File: config.mk
export PLATFORM = sky130hd
export DESIGN_NAME = mat_row_sequencer
export DESIGN_NICKNAME = d
export VERILOG_FILES = /design/src/rtl/mat_pkg.sv /design/src/rtl/mat_tag_pipe.sv /design/src/rtl/mat_row_sequencer.sv
export SDC_FILE = /design/constraint.sdc
export NUM_CORES = 2
export LEC_CHECK = 0
export BUFFER_PORTS_ARGS = -buffer_cell sky130_fd_sc_hd__buf_2
export CAP_MARGIN = 20
export CORE_UTILIZATION = 40
export CTS_CLUSTER_DIAMETER = 150
export DETAILED_ROUTE_END_ITERATION = 12
export PLACE_DENSITY_LB_ADDON = 0.1
export SETUP_SLACK_MARGIN = 0.15
export SYNTH_ARGS = -nofsm -noshare
export SYNTH_HDL_FRONTEND = slang
export SYNTH_SLANG_ARGS = --single-unit
File: constraint.sdc
create_clock -name clk -period 5.4 [get_ports clk]
set_input_delay 0.81 -clock clk [delete_from_list [all_inputs] [get_ports clk]]
set_output_delay 0.81 -clock clk [all_outputs]
set_load 0.02 [all_outputs]
File: src/rtl/mat_pkg.sv
// rtl/mat_pkg.sv - shared widths, FSM encoding and row-slice helper for the matrix row sequencer
package mat_pkg;

    localparam int ELEM_W = 8;
    localparam int N_ROWS = 5;
    localparam int N_COLS = 5;
    localparam int ROW_W  = 40;
    localparam int MAT_W  = 200;

    localparam logic [1:0] ST_IDLE  = 2'd0;
    localparam logic [1:0] ST_ISSUE = 2'd1;
    localparam logic [1:0] ST_DRAIN = 2'd2;

    // LSB position of row r inside a packed matrix; row 0 sits at the top 40 bits
    function automatic logic [7:0] row_lsb(input logic [2:0] r);
        return 8'(MAT_W - ROW_W * (int'(r) + 1));
    endfunction

endpackage

File: src/rtl/mat_tag_pipe.sv
// rtl/mat_tag_pipe.sv - fixed-depth shift register tracking {valid, row_idx} of rows in flight
module mat_tag_pipe #(
    parameter int DEPTH = 2
) (
    input  logic       clk,
    input  logic       rst,
    input  logic       in_valid,
    input  logic [2:0] in_idx,
    output logic       out_valid,
    output logic [2:0] out_idx
);

    logic [DEPTH-1:0] vld;
    logic [2:0]       idx [DEPTH];

    // Shift tags one stage per cycle; reset empties the pipe so in-flight results are dropped
    always_ff @(posedge clk or negedge rst) begin
        if (!rst) begin
            vld <= '0;
            for (int i = 0; i < DEPTH; i++) idx[i] <= 3'd0;
        end else begin
            vld[0] <= in_valid;
            idx[0] <= in_idx;
            for (int i = 1; i < DEPTH; i++) begin
                vld[i] <= vld[i-1];
                idx[i] <= idx[i-1];
            end
        end
    end

    assign out_valid = vld[DEPTH-1];
    assign out_idx   = idx[DEPTH-1];

endmodule

File: src/rtl/mat_row_sequencer.sv
// rtl/mat_row_sequencer.sv - issues matrix row pairs to a row unit and reassembles the result matrix
module mat_row_sequencer
    import mat_pkg::*;
#(
    parameter int ROW_LAT = 1
) (
    input  logic               clk,
    input  logic               rst,
    input  logic               start,
    input  logic [MAT_W-1:0]   mat_a,
    input  logic [MAT_W-1:0]   mat_b,
    output logic [ROW_W-1:0]   row_a,
    output logic [ROW_W-1:0]   row_b,
    output logic               row_valid,
    input  logic [ROW_W-1:0]   row_res,
    input  logic               row_ovf,
    output logic               busy,
    output logic               done,
    output logic [MAT_W-1:0]   mat_out,
    output logic [N_ROWS-1:0]  ovf_rows,
    output logic               ovf_any
);

    logic [1:0]        state;
    logic [2:0]        cnt;
    logic [MAT_W-1:0]  lat_a;
    logic [MAT_W-1:0]  lat_b;
    logic              issue;
    logic              tag_v;
    logic [2:0]        tag_idx;
    logic              cap_last;
    logic [N_ROWS-1:0] ovf_next;

    assign issue    = (state == ST_ISSUE);
    assign cap_last = tag_v && (tag_idx == 3'd4);

    // Tag leaves the pipe on exactly the edge its row result is valid at row_res
    mat_tag_pipe #(
        .DEPTH (ROW_LAT + 1)
    ) u_tag_pipe (
        .clk       (clk),
        .rst       (rst),
        .in_valid  (issue),
        .in_idx    (cnt),
        .out_valid (tag_v),
        .out_idx   (tag_idx)
    );

    // Overflow vector including the row being captured this cycle, so ovf_any sees row 4
    always_comb begin
        ovf_next = ovf_rows;
        if (tag_v) ovf_next[tag_idx] = row_ovf;
    end

    // Control FSM, row issue, result capture and completion pulse
    always_ff @(posedge clk or negedge rst) begin
        if (!rst) begin
            state     <= ST_IDLE;
            cnt       <= 3'd0;
            lat_a     <= '0;
            lat_b     <= '0;
            row_a     <= '0;
            row_b     <= '0;
            row_valid <= 1'b0;
            busy      <= 1'b0;
            done      <= 1'b0;
            mat_out   <= '0;
            ovf_rows  <= '0;
            ovf_any   <= 1'b0;
        end else begin
            done <= 1'b0;

            if (tag_v) begin
                mat_out[row_lsb(tag_idx) +: ROW_W] <= row_res;
                ovf_rows <= ovf_next;
            end
            if (cap_last) begin
                done    <= 1'b1;
                busy    <= 1'b0;
                ovf_any <= |ovf_next;
            end

            case (state)
                ST_IDLE: begin
                    if (start) begin
                        lat_a    <= mat_a;
                        lat_b    <= mat_b;
                        cnt      <= 3'd0;
                        ovf_rows <= '0;
                        busy     <= 1'b1;
                        state    <= ST_ISSUE;
                    end
                end
                ST_ISSUE: begin
                    row_a     <= lat_a[row_lsb(cnt) +: ROW_W];
                    row_b     <= lat_b[row_lsb(cnt) +: ROW_W];
                    row_valid <= 1'b1;
                    cnt       <= cnt + 3'd1;
                    if (cnt == 3'd4) state <= ST_DRAIN;
                end
                ST_DRAIN: begin
                    row_valid <= 1'b0;
                    if (cap_last) state <= ST_IDLE;
                end
                default: state <= ST_IDLE;
            endcase
        end
    end

endmodule

### After elaboration in Yosys (flattened, before gate mapping)

Index checks and enable logic that the tools add are counted.

| cells by class | value |
|---|---|
| add/subtract/negate cells | 6 |
| multipliers | 2 |
| div/mod/pow operators | 0 |
| order comparisons | 2 |
| equality and inequality tests | 7 |
| shift operators | 4 |
| multiplexer cells | 19 |
| bitwise logic cells | 0 |
| reductions and logical operators | 9 |

Operators by type and width:

| kind | count |
|---|---|
| 200-bit by 9-bit variable part select with 40-bit output | 2 |
| 200-bit bitwise mux | 1 |
| 40-bit by 10-bit variable shift with 200-bit output, first input constant | 1 |
| 40-bit by 10-bit variable part select with 200-bit output | 1 |
| 5-bit two-way mux | 4 |
| 8-bit subtractor, first input constant | 2 |
| 3-bit by 4-bit multiplier with 5-bit output, first input constant | 2 |
| 8-bit negator with 10-bit output | 1 |
| 3-bit by 1-bit adder with 4-bit output, second input constant | 2 |
| 3-bit equality test, second input constant | 2 |
| 2-bit two-way mux | 3 |
| 2-bit != test, second input constant | 3 |
| 2-bit one-hot mux with 3 select lines | 1 |
| 3-bit one-hot mux with 2 select lines | 1 |
| 5-bit bitwise mux | 1 |
| 1-bit two-way mux | 5 |
| 5-bit OR reduction | 1 |
| 3-bit by 4-bit less-than comparator with 1-bit output, second input constant | 1 |
| 2-bit AND reduction | 2 |
| 2-bit nonzero test | 2 |
| 3-bit by 1-bit adder with 3-bit output, second input constant | 1 |
| 1-bit demux with 3-bit select | 1 |
| 3-bit by 1-bit greater-or-equal comparator with 1-bit output, second input constant | 1 |
| 3-bit two-way mux | 1 |
| other kinds (6) | 7 |

| word-level totals | value |
|---|---|
| register bits after elaboration | 702 |
| latch bits | 0 |
| RAM bits | 0 |
| memory bits (read-only) | 0 |
| bits of input ports | 444 |
| output and inout port bits | 289 |
| memories | 0 |

### Logic depth before layout (Yosys ltp)

| depth | value |
|---|---|
| depth after elaboration | 9 |
| depth in mapped cells | 22 |
| mapped depth without buffers | 11 |

### Hierarchy

Synthesis repeated with hierarchy kept, for this count alone.

| second synthesis, totals | value |
|---|---|
| cells, all modules | 3385 |
| area, all modules | 41084.4 µm² |

Modules (own cells, without submodules):

| module | instances | cells each | area an instance (µm²) | sequential area each (µm²) |
|---|---|---|---|---|
| mat_row_sequencer | 1 | 3374 | 40861.7 | 17366.7 |
| mat_tag_pipe | 1 | 11 | 222.7 | 200.2 |

### Least setup slack after synthesis

Ideal clock, no wire load.

| timing path | value |
|---|---|
| path kind | reg2reg |
| start | register cnt[0] |
| end | register row_a[36] |
| setup time | 0.133 ns |
| arrival time | 5.207 ns |
| setup slack | 0.060 ns |
| stages on the path, launching flop included | 21 |
| buffers on the path | 13 |
| cell sequence | dfrtp_1 buf_2 buf_1 inv_2 clkbuf_1 buf_1 ha_1 buf_2 clkinv_1 clkbuf_1 clkbuf_1 ha_1 buf_2 buf_2 buf_1 clkbuf_1 clkbuf_1 buf_2 o21ai_0 o2111ai_1 o21ai_0 |

| on the way | value |
|---|---|
| longest elaborated chain between the ends | 4 |

RTL lines:

| element | RTL line | source |
|---|---|---|
| from (decl) | mat_row_sequencer.sv:25 | `logic [2:0] cnt;` |
| from (signal assigned) | mat_row_sequencer.sv:98 | `cnt <= cnt + 3'd1;` |
| 3-bit by 1-bit adder with 4-bit output | mat_pkg.sv:16 | `return 8'(MAT_W - ROW_W * (int'(r) + 1));` |
| 3-bit by 4-bit multiplier with 5-bit output | mat_pkg.sv:16 |  |
| 8-bit subtractor | mat_pkg.sv:16 |  |
| 200-bit by 9-bit variable part select with 40-bit output | mat_row_sequencer.sv:95 | `row_a <= lat_a[row_lsb(cnt) +: ROW_W];` |
| to (signal assigned) | mat_row_sequencer.sv:95 |  |
| to (decl) | mat_row_sequencer.sv:12 | `output logic [ROW_W-1:0] row_a,` |

Every way passes these cells.
A chain may end at the register's enable or synchronous reset.

### Worst setup path after layout

| timing path | value |
|---|---|
| start | register u_tag_pipe.idx (netlist bit u_tag_pipe.out_idx[1]) |
| end | register mat_out[65] |

| on the way | value |
|---|---|
| longest elaborated chain between the ends | 6 |
| elaborated cells on any way between the ends | 7 |

RTL lines:

| element | RTL line | source |
|---|---|---|
| from (decl) | mat_tag_pipe.sv:14 | `logic [2:0] idx [DEPTH];` |
| from (signal, indexed assignment) | mat_tag_pipe.sv:26 | `idx[i] <= idx[i-1];` |
| 3-bit by 1-bit adder with 4-bit output * | mat_pkg.sv:16 |  |
| 3-bit by 4-bit multiplier with 5-bit output * | mat_pkg.sv:16 |  |
| 8-bit subtractor * | mat_pkg.sv:16 |  |
| 8-bit negator with 10-bit output * | mat_row_sequencer.sv:74 | `mat_out[row_lsb(tag_idx) +: ROW_W] <= row_res;` |
| 40-bit by 10-bit variable part select with 200-bit output or 40-bit by 10-bit variable shift with 200-bit output (tied branches) | mat_row_sequencer.sv:74 |  |
| 200-bit bitwise mux * | mat_row_sequencer.sv:74 |  |
| to (signal, indexed assignment) | mat_row_sequencer.sv:74 |  |
| to (decl) | mat_row_sequencer.sv:19 | `output logic [MAT_W-1:0] mat_out,` |

Mark *: on every way between the ends. The rest lies on a longest branch, timed or not.

==> results.yml <==
floorplanning:
  core-area_um2: 101000
  die_w_um: 322
  rows: 116
  io-pin-count: 733
  die_y_um: 322
  initial_core_util_pct: 40.6
  die_area_um2: 104000
synth:
  synth-simple-area-share_pct: 6.19
  synth_top_family_by_area: "multiplexers"
  synth.area.mux_share_pct: 36.3
  synth_warnings: 0
  ys_seq_area_share_pct: 42.9
  avgSynthCellArea_um2: 12.2
  synth_edf_count: 0
  ys_ff_latch: 702
  yosysMostFrequentCell: "dfrtp_1"
  synth_commonest_cells: "dfrtp_1 (702), mux2_2 (592), mux4_2 (283), nand2_1 (235), clkbuf_1 (190)"
  yosys.area_share.xor_xnor_pct: 0.529
  syn_area_um2: 40900
  syn_nets: 3811
  ys_dominant_reg_cell: "dfrtp_1"
  synth_area_leaders: "dfrtp_1 (43%), mux2_2 (16%), mux4_2 (16%)"
  yosys.area.top_type: "dfrtp_1"
  yosysUniqueCellTypes: 78
  synth.top_cell.area_share_pct: 42.9
  async_flop_share_pct: 100
  syn_inst: 3351
  synth_compound_area_share_pct: 10.3
  synth_fa_ha_area_share_pct: 0.489
clock_network:
  clock_latency_ns: 0.66
  cts_tree: "built"
  cts_repair_resize_count: 0
  postCtsSetupBuffers: 0
  path_clk_slew_ns: 0.06
  holdBufCountCts: 0
  cts.sinks: 702
  clk_path_buf_depth: 3
  cts_buffers: 86
  ctsHtreeMaxLevel: 3
  cts_root_buffer: "clkbuf_16"
route:
  drt_iter0_drc: 3624
  vias_per_cell: 6.09
  ant_nets: 0
  post_drt_wl_per_cell_um: 29.1
  wl_um: 157000
  via_count: 32900
  drc: 0
  drt-pass1-iter-count: 6
global_routing:
  grt_overflow: 0
  met2_usage_pct: 42.1
  grt_max_degree: 154
  gr-usage-met1_pct: 45.2
  grt_pass1_wl_um: 227000
  use_met3_pct: 6.65
  grt_pass1_vias: 31000
  grtUsageTotal_pct: 30.0
  top_usage_layer: "met1"
  antenna_found_initial: 43
setup_path:
  crit_path_start_kind: "flop"
  cp.arrival_ns: 5.00
  crit_slowest_cell: "nor2_2"
  cp_data_required_time_ns: 5.93
  worstPathMaxFanout: 38
  cp_slowest_stage_delay_ns: 0.60
  path_cells: "inv_1, ha_1, buf_4, inv_1, buf_4, ha_1, xnor2_1, nand3b_1, nand2_1, mux2i_4, nand3_1, nor2_2, mux2_2"
  end_kind: "flop"
  path_delay_family: "simple AND/OR/NAND/NOR gates"
  path_buf_inv: 4
  path_class: "reg -> reg"
placed_design:
  gp_congestion: 0.989
  numPortBuffers: 732
  pre_cts_slack_ns: 1.06
  dp_hpwl_um: 117000
sta:
  relSlewSlack_pct: 26.4
  worst_pin_slew_ns: 1.10
  fin_crit_sh_pct: 82.7
  rsz0062_at_grt: "false"
  fin_crit_ns: 4.47
  hold_viol: 0
  setup-violations-final: 0
  slew_viol_final: 0
  skew_ns: 0.0219
  tns_ns: 0
  maxClockFrequency_ghz: 0.224
  final.setup.worst_slack_ns: 0.935
cells_and_area:
  final_layout_size_suffix_gt1_share_pct: 46.2
  area_growth_pct: 19.8
  final_nets: 4422
flow_run:
  maxCapViolations: 0
min_path:
  hold_path_class: "in -> async"
status:
  outcome: "completed"
[cells in the final DEF, fill, tap and decap left out, drive strengths merged, types with 15 or more instances in the layout]
cell type  Yosys  final
a21oi        146    146
mux2i        178    178
nor2b         22     22
buf           95    808
a2bb2oi       21     21
and3          15     15
a31oi         45     45
o2bb2ai       15     15
inv           55     55
clkinv         1     19
nor3          43     43
diode          0     18
a221o         20     20
dfrtp        702    702
o21ai        136    136
mux2         594    594
mux4         283    283
nor2         184    184
a211oi        35     35
ha            16     16
a22o          15     15
clkbuf       190    127
o22ai         57     57
o211ai        39     39
o21a          19     19
nand3         46     46
nand2        236    236
[area by class of cell]
type / count / area [um^2]
multi-input combinational: 2308 / 22100
antenna: 18 / 45.0
clock buffer: 127 / 2610
sequential: 702 / 17600
inverter: 56 / 214
tap: 1357 / 1700
fill: 9374 / 51700
timing repair buffer: 808 / 4440
clock inverter: 28 / 353
[routing by layer]
metal,vias to the layer above,routed length [um]
met5,-,56
met4,8,4560
met3,251,15000
met2,1756,67200
met1,16800,70400
li1,14100,-
[worst paths after layout]
| check | from | end | slack, ns | cells past startpoint |
|---|---|---|---|---|
| worst max-delay path | u_tag_pipe.out_idx[1] | mat_out[65] | 0.93 | 13 |
| worst min-delay path | rst | mat_out[41] | 0.14 | 1 |
| worst max register to register | u_tag_pipe.out_idx[1] | mat_out[65] | 0.93 | 13 |
| worst min register to register | u_tag_pipe.idx[5] | u_tag_pipe.out_idx[2] | 0.35 | 0 |
| max in group asynchronous | rst | lat_a[105] | 3.92 | 2 |
| min in group clk | u_tag_pipe.idx[5] | u_tag_pipe.out_idx[2] | 0.35 | 0 |
[sequential cells by signal, indices dropped and copies added, names as in the netlist]
register            count
busy                    1
cnt                     3
done                    1
lat_a                 200
lat_b                 200
mat_out               200
ovf_any                 1
ovf_rows                5
row_a                  40
row_b                  40
row_valid               1
state                   2
u_tag_pipe.idx          3
u_tag_pipe.out_idx      3
u_tag_pipe.vld          2
[worst register-to-register path, stage by stage, from the launching register on]
cell	delay, ns
dfrtp_1	0.43
inv_1	0.11
ha_1	0.30
buf_4	0.42
inv_1	0.09
buf_4	0.21
ha_1	0.23
xnor2_1	0.16
nand3b_1	0.30
nand2_1	0.20
mux2i_4	0.33
nand3_1	0.55
nor2_2	0.61
mux2_2	0.40
[cell families after synthesis]
family / count (synthesis)
multiplexers: 1055
flip-flops: 702
AO/OA/AOI/OAI: 637
AND/OR/NAND/NOR: 583
buffers and inverters: 341
XOR/XNOR: 17
adder cells (fa/ha/maj): 16
[per-stage QoR]
step / instance area (um^2) / std cells / util, % / hold WS, ns
global placement: 46100 / 5231 / 45.7 / 0.333
floorplan: 40900 / 3351 / - / 0.331
global route: 49000 / 5398 / 48.7 / 0.179
CTS: 49000 / 5386 / 48.7 / 0.149
detailed placement: 46100 / 5231 / 45.7 / 0.337
finish: 49100 / 5404 / 48.7 / 0.144
Power is not shown: default switching activity piles up to over one toggle a cycle in this logic, so the estimate is an artifact.
